$ cat src/rtl/blake2_msg_packer.sv
// rtl/blake2_msg_packer.sv - packs a W-bit word stream into 16-word BLAKE2 blocks with byte count t and final flag f
// Optional: define BLAKE2_PACK_ERR_EN to add the sticky err_o protocol-error flag.
module blake2_msg_packer #(
    parameter int W  = 64,
    parameter int BW = 4
) (
    input  logic            clk,
    input  logic            nreset,
    input  logic            data_valid_i,
    output logic            data_ready_o,
    input  logic [W-1:0]    data_i,
    input  logic            data_last_i,
    input  logic [BW-1:0]   data_bytes_i,
    output logic            blk_valid_o,
    input  logic            blk_ready_i,
    output logic [16*W-1:0] blk_o,
    output logic [2*W-1:0]  t_o,
    output logic            f_o
`ifdef BLAKE2_PACK_ERR_EN
    ,
    output logic            err_o
`endif
);

    localparam int NB = W / 8;
    localparam int CW = 2 * W;
    localparam logic [BW-1:0] FULL_BYTES = BW'(NB);

    typedef enum logic [1:0] {
        FILL,
        HOLD,
        SEND
    } state_t;

    state_t          state_q, state_d;
    logic [16*W-1:0] buf_q, buf_d;
    logic [3:0]      idx_q, idx_d;
    logic [CW-1:0]   cnt_q, cnt_d;
    logic [CW-1:0]   t_q, t_d;
    logic            f_q, f_d;

    logic            accept;
    logic [BW-1:0]   bytes_eff;
    logic [W-1:0]    word_masked;

    assign accept = data_valid_i && (state_q == FILL);

`ifdef BLAKE2_PACK_ERR_EN
    logic bad_word;
    logic err_q, err_d;

    // Malformed words are packed as full words so the block layout stays sane.
    always_comb begin
        bad_word  = (!data_last_i && (data_bytes_i != FULL_BYTES))
                 || (data_bytes_i > FULL_BYTES)
                 || ((data_bytes_i == '0) && (idx_q != 4'd0));
        bytes_eff = bad_word ? FULL_BYTES : data_bytes_i;
        err_d     = err_q || (accept && bad_word);
    end

    always_ff @(posedge clk) begin
        if (!nreset) begin
            err_q <= 1'b0;
        end else begin
            err_q <= err_d;
        end
    end

    assign err_o = err_q;
`else
    assign bytes_eff = data_bytes_i;
`endif

    // Bytes beyond the valid count are forced to zero so padding is implicit.
    always_comb begin
        word_masked = '0;
        for (int j = 0; j < NB; j++) begin
            if (BW'(j) < bytes_eff) begin
                word_masked[8*j +: 8] = data_i[8*j +: 8];
            end
        end
    end

    always_comb begin
        state_d = state_q;
        buf_d   = buf_q;
        idx_d   = idx_q;
        cnt_d   = cnt_q;
        t_d     = t_q;
        f_d     = f_q;
        case (state_q)
            FILL: begin
                if (accept) begin
                    cnt_d = cnt_q + CW'(bytes_eff);
                    for (int k = 0; k < 16; k++) begin
                        if (4'(k) == idx_q) begin
                            buf_d[k*W +: W] = word_masked;
                        end else if (data_last_i && (4'(k) > idx_q)) begin
                            buf_d[k*W +: W] = '0;
                        end
                    end
                    if (data_last_i) begin
                        state_d = SEND;
                        t_d     = cnt_d;
                        f_d     = 1'b1;
                    end else if (idx_q == 4'd15) begin
                        state_d = HOLD;
                    end else begin
                        idx_d = idx_q + 4'd1;
                    end
                end
            end
            HOLD: begin
                // A pending word proves this full block is not the final one.
                if (data_valid_i) begin
                    state_d = SEND;
                    t_d     = cnt_q;
                    f_d     = 1'b0;
                end
            end
            SEND: begin
                if (blk_ready_i) begin
                    state_d = FILL;
                    buf_d   = '0;
                    idx_d   = '0;
                    if (f_q) begin
                        cnt_d = '0;
                    end
                end
            end
            default: begin
                state_d = FILL;
            end
        endcase
    end

    always_ff @(posedge clk) begin
        if (!nreset) begin
            state_q <= FILL;
            buf_q   <= '0;
            idx_q   <= '0;
            cnt_q   <= '0;
            t_q     <= '0;
            f_q     <= 1'b0;
        end else begin
            state_q <= state_d;
            buf_q   <= buf_d;
            idx_q   <= idx_d;
            cnt_q   <= cnt_d;
            t_q     <= t_d;
            f_q     <= f_d;
        end
    end

    assign data_ready_o = (state_q == FILL);
    assign blk_valid_o  = (state_q == SEND);
    assign blk_o        = buf_q;
    assign t_o          = t_q;
    assign f_o          = f_q;

endmodule

$ cat config.mk
export PLATFORM = sky130hd
export DESIGN_NAME = blake2_msg_packer
export DESIGN_NICKNAME = d
export VERILOG_FILES = /design/src/rtl/blake2_msg_packer.sv
export SDC_FILE = /design/constraint.sdc
export NUM_CORES = 2
export LEC_CHECK = 0
export ABC_CLOCK_PERIOD_IN_PS = 3360
export CORE_AREA = 2 2 484 486
export DETAILED_ROUTE_END_ITERATION = 6
export DIE_AREA = 0 0 486 488
export DONT_BUFFER_PORTS = 1
export PLACE_DENSITY = 0.44
export SLEW_MARGIN = 20
export SYNTH_ARGS = -nofsm -noshare
export SYNTH_HDL_FRONTEND = slang
export SYNTH_SLANG_ARGS = --single-unit
$ cat constraint.sdc
create_clock -name clk -period 3.36 [get_ports clk]
set_input_delay 0.672 -clock clk [delete_from_list [all_inputs] [get_ports clk]]
set_output_delay 0.672 -clock clk [all_outputs]
set_load 0.02 [all_outputs]
-- Yosys cells after proc, flatten, opt, wreduce, memory -nomap -nowiden
Index checks and enable logic that the tools add are counted.
- $lt $le $gt $ge: 24
- reductions and logical operators: 41
- multiplexer cells: 66
- $add $sub $neg: 2
- equality and inequality tests: 42
- operators by type and width (kind ; number):
    $mux W1024 ; 2
    $mux W64 ; 32
    $pmux W1024 S2 ; 1
    $mux W128 ; 6
    $pmux W128 S2 ; 2
    $add A128 B4 Y128 ; 1
    $reduce_and A4 Y1 ; 19
    $mux W8 ; 8
    $ne A3 B1 Y1 const B ; 17
    $eq A4 B4 Y1 const A ; 8
    $gt A4 B4 Y1 const A ; 8
    $logic_and A1 B1 Y1 ; 17
    $eq A3 B4 Y1 const A ; 4
    $gt A3 B4 Y1 const A ; 4
    $lt A3 B4 Y1 const A ; 4
    $mux W4 ; 4
    $mux W2 ; 5
    $eq A2 B4 Y1 const A ; 2
    $gt A1 B4 Y1 const A ; 2
    $gt A2 B4 Y1 const A ; 2
    $lt A1 B4 Y1 const A ; 2
    $lt A2 B4 Y1 const A ; 2
    $ne A2 B1 Y1 const B ; 4
    $pmux W4 S2 ; 1
    13 further kinds ; 18
- output and inout bits: 1155
- flip-flop bits (word level): 1287
- input port bits: 73
- logic and storage cells: 196

-- Logic depth before layout (Yosys ltp)
- depth in word-level cells: 6
- depth in mapped cells: 11
- mapped depth without buffers: 10

-- Worst setup path after synthesis
OpenSTA, ideal clock, no wires.
- kind: in2reg
- from: input port data_bytes_i[0]
- to: register t_q[122], in the netlist t_o[122]
- required time: 3228 ps
- arrival: 3174 ps
- path buffers: 1
- setup time: 132 ps
- stages: 11
- path slack: 54 ps
- cell sequence: ha_1 inv_1 fa_1 nand2b_1 a211o_1 nand4bb_2 or4_4 buf_6 nor4b_2 xnor2_1 a21oi_1
- longest elaborated chain between the ends: 4
- ends and longest elaborated chain (what ; line ; source):
    start, declared ; 13 ; input logic [BW-1:0] data_bytes_i,
    $add A128 B4 Y128 ; 94 ; cnt_d = cnt_q + CW'(bytes_eff);
    $mux W128 ; 102 ; if (data_last_i) begin
    $mux W128 ; 93 ; if (accept) begin
    $pmux W128 S2 ; 91 ; case (state_q)
    end signal, assigned ; 150 ; t_q <= t_d;
    end, declared ; 39 ; logic [CW-1:0] t_q, t_d;
No other way between the ends. The select of a mux whose other input is x is not followed.
A chain may end at the register's enable or synchronous reset.

-- Final worst setup path
- from: register cnt_q[31]
- to: register t_q[123], in the netlist t_o[123]
- longest elaborated chain between the ends: 4
- ends and longest elaborated chain (what ; line ; source):
    start, declared ; 38 ; logic [CW-1:0] cnt_q, cnt_d;
    start signal, assigned ; 149 ; cnt_q <= cnt_d;
    $add A128 B4 Y128 ; 94 ;
    $mux W128 ; 102 ;
    $mux W128 ; 93 ;
    $pmux W128 S2 ; 91 ;
No other way between the ends. The select of a mux whose other input is x is not followed.

==> summary.md <==
| Metric | Value |
|---|---|
| Status | `finished clean` |
| Syn_nets | `between 6000 and 7000` |
| Power Total | `around 0.037 W` |
| Min Tclk post-route | `3190 ps` |
| Clock root cell | `clkbuf_16` |
| Cell variety after synth | `69` |
| Cell breakdown of the critical path | `nand3_2 -> or4_1 -> nand2b_4 -> nor3_1 -> nand4_1 -> xor2_1 -> a21oi_1` |
| Final instance area | `61800 µm²` |
| Area leader, netlist | `dfxtp_1` |
| Vias in the first global route | `between 40000 and 50000` |
| Initial antenna violation count | `17` |
| Clk Latency, worst-skew pair | `~800 ps` |
| I/O Pins | `1228` |
| Compound-Gate Fraction of Synth Area | `0.171` |
| Clk slew on worst S/H paths | `approximately 60 ps` |
| Non-Filler Instances | `~9500` |
| Max-cap violations | `0` |
| CP endpoint kind | `flip-flop` |
| Placed cell area | `56300 µm²` |
| Area of the die | `237000 µm²` |
| Initial detailed-routing violation count | `5537` |
| Met1 usage | `0.263` |
| Busiest layer in global routing | `met2` |
| Max Transition Viols Final | `0` |
| CP top delay family | `simple AND/OR/NAND/NOR gates` |
| Fmax | `between 300 and 400 MHz` |
| TritonRoute pass-1 iters | `6` |
| Die X | `around 500 µm` |
| Row count | `177` |
| Via count | `49300` |
| Final setup viols | `0` |
| Total Routing Usage GR | `0.228` |
| Reg area | `25800 µm²` |
| Clock sinks | `1287` |
| Buffers & Inverters on Critical Path | `0` |
| Ratio of cells with drive above 1 in the final layout | `0.109` |
| HP Class | `input pin to flip-flop` |
| Least-Margin Pin Slew | `1110 ps` |
| # H-tree levels | `4` |
| Bufs on Longest Clock Path | `3` |
| CP peak stage delay | `between 700 and 800 ps` |
| Synth Warn # | `0` |
| Part of the Yosys area used for sequential elements | `0.501` |
| Placer Congestion | `0.919` |
| RSZ-0062 raised after global routing | `no` |
| Maximum fanout along the worst path | `12` |
| Placed Cells | `9249` |
| Crit-path slowest cell | `or4_1` |
| Worst slew margin | `0.258` |
| Final setup skew | `67.9 ps` |
| Num CTS Buffers | `152` |
| Pwr/cell area | `595 nW/µm²` |
| Most common cell after layout, fill and taps aside | `dfxtp_1` |
| TritonCTS clock tree | `done` |
| Routed vias/inst | `5.16` |
| Core area | `232000 µm²` |
| Area growth from synthesis to layout | `20.3%` |
| Commonest non-fill, non-tap cells in the layout | `dfxtp_1 (1287), nor2_1 (1167), a21oi_1 (1088)` |
| Die span in y | `488 µm` |
| Synth Area in Adders | `0.00209` |
| Simple-Gate Fraction of Synth Area | `0.255` |
| Leak Pwr | `20.8 nW` |
| Cell Area, Synth | `51400 µm²` |
| Synth top area share | `0.501` |
| # fillers | `24900` |
| First-pass GRT wire length | `383000 µm` |
| Final wirelength | `285000 µm` |
| Post-Synth XOR/XNOR Area | `0.0184` |
| Avg Cell Area, Syn | `7.86 µm²` |
| GR Util met3 | `0.0850` |
| Mux contribution to synthesized area | `0.000974` |
| Period Utilization, post-route | `0.950` |
| Post-CTS Setup Repair Bufs | `0` |
| Most used DFF post-synth | `dfxtp_1` |
| DR WL/cell | `between 20 and 30 µm` |
| Hold WS | `80.1 ps` |
| Nets@finish | `6445` |
| Area of the multi-input gates | `23400 µm²` |
| Fin. Hold Viols | `0` |
| Largest family of logic cells by synthesized area | `simple AND/OR/NAND/NOR gates` |
| Maximum vdd drop | `0.432 mV` |
| Worst path required time | `approximately 4000 ps` |
| CP Launch Type | `flip-flop` |
| Met2 usage | `0.381` |
| Initial core utilization | `0.222` |
| HPWL Detailed | `around 200000 µm` |
| ANT nets after route | `0` |
| Setup TNS | `0 ps` |
| Pin count of the biggest net entering global routing | `176` |
| Grt total ovfl | `0` |
| Number of enable flip-flop cells after synthesis | `0` |
| Post-synth ARST share | `0` |
| Number of port buffers | `0` |
| Seq cells post-synth | `1287` |
| Worst Path Arrival | `3860 ps` |
| Largest cells by area after synthesis | `dfxtp_1 (50%), a21oi_1 (11%), nor3_1 (9.4%), nor2_1 (8.6%), clkbuf_1 (4.6%)` |
| Cell count after synthesis | `6539` |
| Residual DRC | `0` |
| Setup Crit Path Kind | `flip-flop to flip-flop` |
## kinds of logic after synthesis
logic type,after synthesis
buffers and inverters,695
XOR/XNOR,108
flip-flops,1287
multiplexers,5
AO/OA/AOI/OAI,1622
adder cells (fa/ha/maj),8
AND/OR/NAND/NOR,2814
## cell usage after synthesis, types with 3 or more instances
cell,count
o21ai_0,259
or4b_1,3
a22oi_1,132
a21oi_1,1090
a21o_1,13
buf_1,32
and3_1,32
o211ai_1,9
and2_1,28
xor2_1,57
dfxtp_1,1287
nand2_1,233
xnor2_1,51
inv_1,23
a41oi_1,4
nand4_1,86
nor3_1,965
buf_2,11
nand3_2,4
mux2i_1,5
nor4_4,3
nor4_2,6
a21boi_0,3
nand3_1,89
or3_1,47
nor2b_1,11
nand3b_1,7
ha_1,7
a311oi_1,13
o21a_1,4
clkbuf_1,625
nand2b_1,13
or4_1,11
o41ai_1,3
a211oi_1,19
nor4_1,40
nand4b_1,9
o31ai_1,17
nor3b_1,3
a31oi_1,46
nor3_2,5
or4b_2,3
and4_1,19
nor2_1,1171
or2_2,11
## per-layer routing
metal	routed length, µm	vias to the layer above
li1	-	22400
met1	106000	23800
met2	135000	2543
met3	31600	487
met4	12200	10
met5	114	-
## report_power, final
part | switching, W | internal (W) | leakage, nW
combinational | 0.00235 | 0.000528 | 7.73
sequential | 0.000400 | 0.0154 | 10.4
clock | 0.00747 | 0.0106 | 2.68
## metrics by stage
step                setup WS (ps)   util
global placement             -204  0.243
floorplan                    53.5      -
detailed placement           -177  0.243
global route                 4.66  0.266
CTS                          70.7  0.266
finish                        166  0.267
## worst reg2reg max path: stages, from the launching register on
cell and delay, ps:
dfxtp_1 490, nand3_2 230, or4_1 740, nand2b_4 310, nor3_1 370, nand4_1 280
xor2_1 490, a21oi_1 130
## flip-flops by register name, indices dropped and copies added (netlist names)
| signal | count |
|---|---|
| blk_o | 1024 |
| idx_q | 4 |
| f_o | 1 |
| t_o | 128 |
| state_q | 2 |
| cnt_q | 128 |
## path summary, 6_finish.rpt
| path | endpoint | start | cells after the start | slack, ps |
|---|---|---|---|---|
| max reg2reg | t_o[123] | cnt_q[31] | 7 | 170 |
| min | cnt_q[21] | nreset | 2 | 80 |
| max | t_o[123] | cnt_q[31] | 7 | 170 |
| min reg2reg | t_o[3] | cnt_q[3] | 2 | 510 |
## what timing repair did
action                                  4_1_cts  5_1_grt
hold endpoints to repair                    107        0
endpoints found under the setup margin        1        2
resized for setup                             1        1
hold buffers                                  4        0
pin swaps                                     0        1
## area by class of cell
| class | instances | area share |
|---|---|---|
| diodes | 9 | 0.000364 |
| clock buffers | 216 | 0.0721 |
| clock inverters | 62 | 0.0164 |
| inverters | 24 | 0.00158 |
| multi-input cells | 4557 | 0.378 |
| flip-flops and latches | 1287 | 0.417 |
| well taps | 3043 | 0.0616 |
| repair buffers | 342 | 0.0534 |
Power figures use the tool's default switching activity.
